### config.mk
export PLATFORM = sky130hd
export DESIGN_NAME = ks_add_pipe
export DESIGN_NICKNAME = d
export VERILOG_FILES = /design/src/rtl/ks_add_pipe.sv
export SDC_FILE = /design/constraint.sdc
export NUM_CORES = 2
export LEC_CHECK = 0
export BUFFER_PORTS_ARGS = -buffer_cell sky130_fd_sc_hd__buf_2
export CORE_UTILIZATION = 55
export DETAILED_ROUTE_END_ITERATION = 7
export PLACE_DENSITY = 0.77
export SLEW_MARGIN = 20
export SYNTH_ARGS = -nofsm -noshare
export SYNTH_HDL_FRONTEND = slang
export SYNTH_SLANG_ARGS = --single-unit
### constraint.sdc
create_clock -name clk -period 70.6 [get_ports clk]
set_input_delay 10.59 -clock clk [delete_from_list [all_inputs] [get_ports clk]]
set_output_delay 10.59 -clock clk [all_outputs]
set_load 0.1 [all_outputs]
### src/rtl/ks_add_pipe.sv
// ks_add_pipe: fully pipelined Kogge-Stone adder/subtractor, one operation
// per cycle under a valid/ready handshake.
//
// Parameters
//   N      operand width, power of two, 4..256
//   TAG_W  width of the user tag carried with each operation (>= 1)
//
// Ports
//   clk, rst            clock (rising edge), asynchronous active-high reset
//   in_valid/in_ready   input handshake; a, b, cin, sub, tag_in are the operation
//   out_valid/out_ready output handshake; sum, cout, ovf, tag_out are the result
//   sub=0: a+b+cin      sub=1: a-b-cin (cout=1 means no borrow)
//
// Optional build macro KS_ADD_PIPE_SAT_EN adds input sat: when set and the
// operation overflows, sum clamps to the signed max/min instead of wrapping.
//
// Pipeline: stage 0 registers the conditioned p/g, stages 1..log2(N) are the
// prefix levels; sum/cout/ovf are formed combinationally from the last stage.
// A single enable (adv) moves every stage together.
module ks_add_pipe #(
    parameter int N     = 64,
    parameter int TAG_W = 4
) (
    input  logic             clk,
    input  logic             rst,
    input  logic             in_valid,
    output logic             in_ready,
    input  logic [N-1:0]     a,
    input  logic [N-1:0]     b,
    input  logic             cin,
    input  logic             sub,
    input  logic [TAG_W-1:0] tag_in,
`ifdef KS_ADD_PIPE_SAT_EN
    input  logic             sat,
`endif
    output logic             out_valid,
    input  logic             out_ready,
    output logic [N-1:0]     sum,
    output logic             cout,
    output logic             ovf,
    output logic [TAG_W-1:0] tag_out
);
    localparam int LOG = $clog2(N);

    // Index k holds stage k; stage LOG drives the outputs.
    logic [N-1:0]     g_q   [LOG+1];
    logic [N-1:0]     p_q   [LOG+1];
    logic [N-1:0]     pr_q  [LOG+1];
    logic             c0_q  [LOG+1];
    logic [TAG_W-1:0] tag_q [LOG+1];
    logic             vld_q [LOG+1];

    logic [N-1:0]     g_nx   [LOG+1];
    logic [N-1:0]     p_nx   [LOG+1];
    logic [N-1:0]     pr_nx  [LOG+1];
    logic             c0_nx  [LOG+1];
    logic [TAG_W-1:0] tag_nx [LOG+1];
    logic             vld_nx [LOG+1];

`ifdef KS_ADD_PIPE_SAT_EN
    logic             sat_q  [LOG+1];
    logic             sat_nx [LOG+1];
`endif

    logic         adv;
    logic         c0;
    logic [N-1:0] b_eff;
    logic [N-1:0] p0;
    logic [N-1:0] g0;
    logic [N-1:0] carry;
    logic [N-1:0] raw;

    assign adv      = !vld_q[LOG] || out_ready;
    assign in_ready = adv;

    always_comb begin
        c0    = cin ^ sub;
        b_eff = sub ? ~b : b;
        p0    = a ^ b_eff;
        g0    = a & b_eff;
        // The carry-in acts as the generate of bit -1; merging it into bit 0
        // here means each prefix group G[i] already includes it, so carry
        // into bit i+1 is simply G[i].
        g0[0] = g0[0] | (p0[0] & c0);
    end

    always_comb begin
        g_nx[0]   = g0;
        p_nx[0]   = p0;
        pr_nx[0]  = p0;
        c0_nx[0]  = c0;
        tag_nx[0] = tag_in;
        vld_nx[0] = in_valid;
`ifdef KS_ADD_PIPE_SAT_EN
        sat_nx[0] = sat;
`endif
        for (int unsigned k = 1; k <= LOG; k++) begin
            g_nx[k]   = g_q[k-1];
            p_nx[k]   = p_q[k-1];
            pr_nx[k]  = pr_q[k-1];
            c0_nx[k]  = c0_q[k-1];
            tag_nx[k] = tag_q[k-1];
            vld_nx[k] = vld_q[k-1];
`ifdef KS_ADD_PIPE_SAT_EN
            sat_nx[k] = sat_q[k-1];
`endif
            // Level k combines each bit with the group 2^(k-1) below it.
            for (int unsigned i = (1 << (k - 1)); i < N; i++) begin
                g_nx[k][i] = g_q[k-1][i] | (p_q[k-1][i] & g_q[k-1][i - (1 << (k - 1))]);
                p_nx[k][i] = p_q[k-1][i] & p_q[k-1][i - (1 << (k - 1))];
            end
        end
    end

    always_ff @(posedge clk or posedge rst) begin
        if (rst) begin
            for (int unsigned k = 0; k <= LOG; k++) begin
                g_q[k]   <= '0;
                p_q[k]   <= '0;
                pr_q[k]  <= '0;
                c0_q[k]  <= 1'b0;
                tag_q[k] <= '0;
                vld_q[k] <= 1'b0;
`ifdef KS_ADD_PIPE_SAT_EN
                sat_q[k] <= 1'b0;
`endif
            end
        end else if (adv) begin
            g_q   <= g_nx;
            p_q   <= p_nx;
            pr_q  <= pr_nx;
            c0_q  <= c0_nx;
            tag_q <= tag_nx;
            vld_q <= vld_nx;
`ifdef KS_ADD_PIPE_SAT_EN
            sat_q <= sat_nx;
`endif
        end
    end

    assign carry     = {g_q[LOG][N-2:0], c0_q[LOG]};
    assign raw       = pr_q[LOG] ^ carry;
    assign cout      = g_q[LOG][N-1];
    assign ovf       = g_q[LOG][N-1] ^ g_q[LOG][N-2];
    assign out_valid = vld_q[LOG];
    assign tag_out   = tag_q[LOG];

`ifdef KS_ADD_PIPE_SAT_EN
    // On overflow the wrapped sign bit is the inverse of the true sign.
    assign sum = (sat_q[LOG] && ovf) ? {~raw[N-1], {(N-1){raw[N-1]}}} : raw;
`else
    assign sum = raw;
`endif

endmodule

==> results.toml <==
[cts]
cts.sinks = 1196
cts_buffers = 114
postCtsSetupRepairBufs = 0
cts_resized = 0
cts_max_path_buffers = 3
cts-hold-fix-buffers = 0
htree_num_levels = 3
clkLatencyLatePin_ns = 0.70
clock-root-buffer = "clkbuf_16"
clkTransAtPathRegs_ns = 0.06
cts_tree = "yes"

[routing]
drc = 0
viasPerCell = 5.39
dr.pass1.iters = 6
wl_per_cell_um = 17.7
via_count = 35400
totalWireLength_um = 116000
drtIter0Drc = 3824
ant_nets = 0

[placed_design]
dp.cells = 6360
io_buffers = 209
gp_congestion = 0.875
dp_hpwl_um = 78400
placed_area_sq_mm = 0.0493

[final_layout]
fillers = 7074
nets = 5540
diodes = 0
drive_gt1_frac = 0.0790
final_cell_area_sq_mm = 0.0533
post_layout_nonfiller_instances = 6573
area_growth_pct = 11.0

[floorplan]
std_cell_rows = 107
initial_core_util = 0.559
coreArea_sq_mm = 0.0858
die_h_um = 297
fp.dieArea_sq_mm = 0.0885
ios = 210
die_w_um = 297

[timing]
period_share = 0.322
final.setup.tns_ns = 0
finalSetupViolCount = 0
slew_viol_final = 0
slew_headroom = 0.272
rsz0062_at_grt = "false"
worst_pin_slew_ns = 1.09
fin_skew_ns = 0.0377
fmax_ghz = 0.0440
period_minus_slack_ns = 22.73
hold_viol_final = 0

[logic_synthesis]
yosys_warnings = 0
yosysUniqueCellTypes = 17
syn_area_sq_mm = 0.0480
yosysSeqAreaShare = 0.623
synth_seq_cells = 1196
syn_area_per_cell_sq_um = 9.14
syn_nets = 5454
netlist_instances = 5252

[worst_setup_path]
crit_path_frequent_cell = "buf_2"
critical_path.max_fanout = 99
critPathSlowestCell = "nor2b_4"
arrival_ns = 12.14
start_kind = "input port"
cp-end-kind = "primary output"
path_class = "input port to primary output"
slowest_delay_ns = 0.54
path_cells = "buf_2, nor2b_4, inv_8, buf_2"
required_ns = 60.01

[power]
p_per_area_mw_per_mm2 = 48.5
finalPower_mw = 2.58
ir_worst_vdd_uv = 104
p_leak_nw = 28.0

[grt]
grt_antenna_before_repair = 0
grt_pass1_wl_um = 185000
grt_pass1_vias = 33700
grt.total_usage = 0.265
grt_overflow = 0
grt_max_degree = 274

[worst_hold_path]
hold_class = "flop to flop"

[status]
outcome = "finished clean"

[job]
cap_violations = 0
==> placed cells by master (no fill, tap or decap) <==
master,n
buf_2,208
buf_16,6
clkinv_4,1
clkbuf_16,114
ha_1,64
bufinv_16,6
nor2b_4,1
clkinv_16,1
dfrtp_1,1196
clkbuf_1,24
clkinvlp_4,1
buf_6,2
inv_8,2
xor2_1,130
clkinv_8,2
inv_6,2
buf_12,7
nand2_1,2679
nand3_1,258
clkbuf_8,38
o21ai_0,321
nand2b_1,1
nor2_1,4
buf_4,20
clkinv_2,18
a21oi_1,323
==> cell usage after synthesis <==
library cell  count  area share
a21oi_1         323       0.034
buf_2           165       0.017
buf_4            59      0.0092
buf_6             9      0.0021
buf_8             1     0.00031
clkbuf_1         39      0.0030
dfrtp_1        1196        0.62
ha_1             64       0.017
inv_1             1    0.000078
inv_2             1    0.000078
nand2_1        2679        0.21
nand2b_1          1     0.00013
nand3_1         258       0.027
nor2_1            4     0.00031
nor2b_2           1     0.00018
o21ai_0         321       0.033
xor2_1          130       0.024
==> cell families (layout without fill, tap and decap cells) <==
group                      Yosys count  in the layout  synth area share
DFF                               1196           1196             0.623
and+or+nand+nor                   2943           2943             0.237
AOI/OAI and AO/OA                  644            644            0.0671
adders and majority gates           64             64            0.0167
xor gates and xnor gates           130            130            0.0237
buffers and inverters              275            452            0.0321
==> layer usage <==
metal  share of wire  track usage
met4           0.024       0.0794
met2            0.47        0.408
met1            0.44        0.392
met5               0            0
met3           0.064       0.0374
==> path summary, 6_finish.rpt <==
path / slack (ns) / end / startpoint / depth (start not counted)
max in group asynchronous: 57.76 / pr_nx[116] / rst / 6
max: 47.87 / in_ready / out_ready / 4
min: 0.45 / pr_nx[232] / pr_nx[296] / 2
max reg2reg: 65.33 / g_q[144] / out_valid / 7
min reg2reg: 0.45 / pr_nx[232] / pr_nx[296] / 2
min in group asynchronous: 10.02 / pr_nx[30] / rst / 2
==> final cells by class <==
type | instances | area (sq um) | share of cell area
clock inverter | 31 | 367 | 0.00688
tap | 1144 | 1430 | 0.0269
inverter | 2 | 22.5 | 0.000423
clock buffer | 176 | 3470 | 0.0651
sequential | 1196 | 29900 | 0.562
multi-input combinational | 3781 | 16500 | 0.311
timing repair buffer | 243 | 1520 | 0.0285
==> power by group <==
part | switching [mW] | total [mW] | internal [mW]
sequential | 0.242 | 1.18 | 0.942
combinational | 0.605 | 0.786 | 0.181
clock | 0.256 | 0.615 | 0.358
==> critical path: cells and delay by family <==
| family | cells | cell delay (ns) |
|---|---|---|
| and+or+nand+nor | 1 | 0.54 |
| buffers and inverters | 3 | 0.91 |
==> flip-flops by register name, summed over array words and instances (netlist names), 4 cells and up <==
signal   count
pr_nx      315
pr_q        64
p_q        321
g_nx        63
g_q        321
tag_out      4
carry       63
tag_nx      24
c0_nx        6
p_nx         6
vld_nx       6
==> metrics by stage <==
step,worst slack (ns),hold slack [ns],util
2_1_floorplan,26.32,0.430,-
3_3_place_gp,47.94,0.446,0.574
3_5_place_dp,47.91,0.444,0.574
4_1_cts,47.91,0.444,0.619
5_1_grt,47.81,0.473,0.621
6_report,47.87,0.452,0.621
Note: power is estimated with default switching activity, not from simulation.
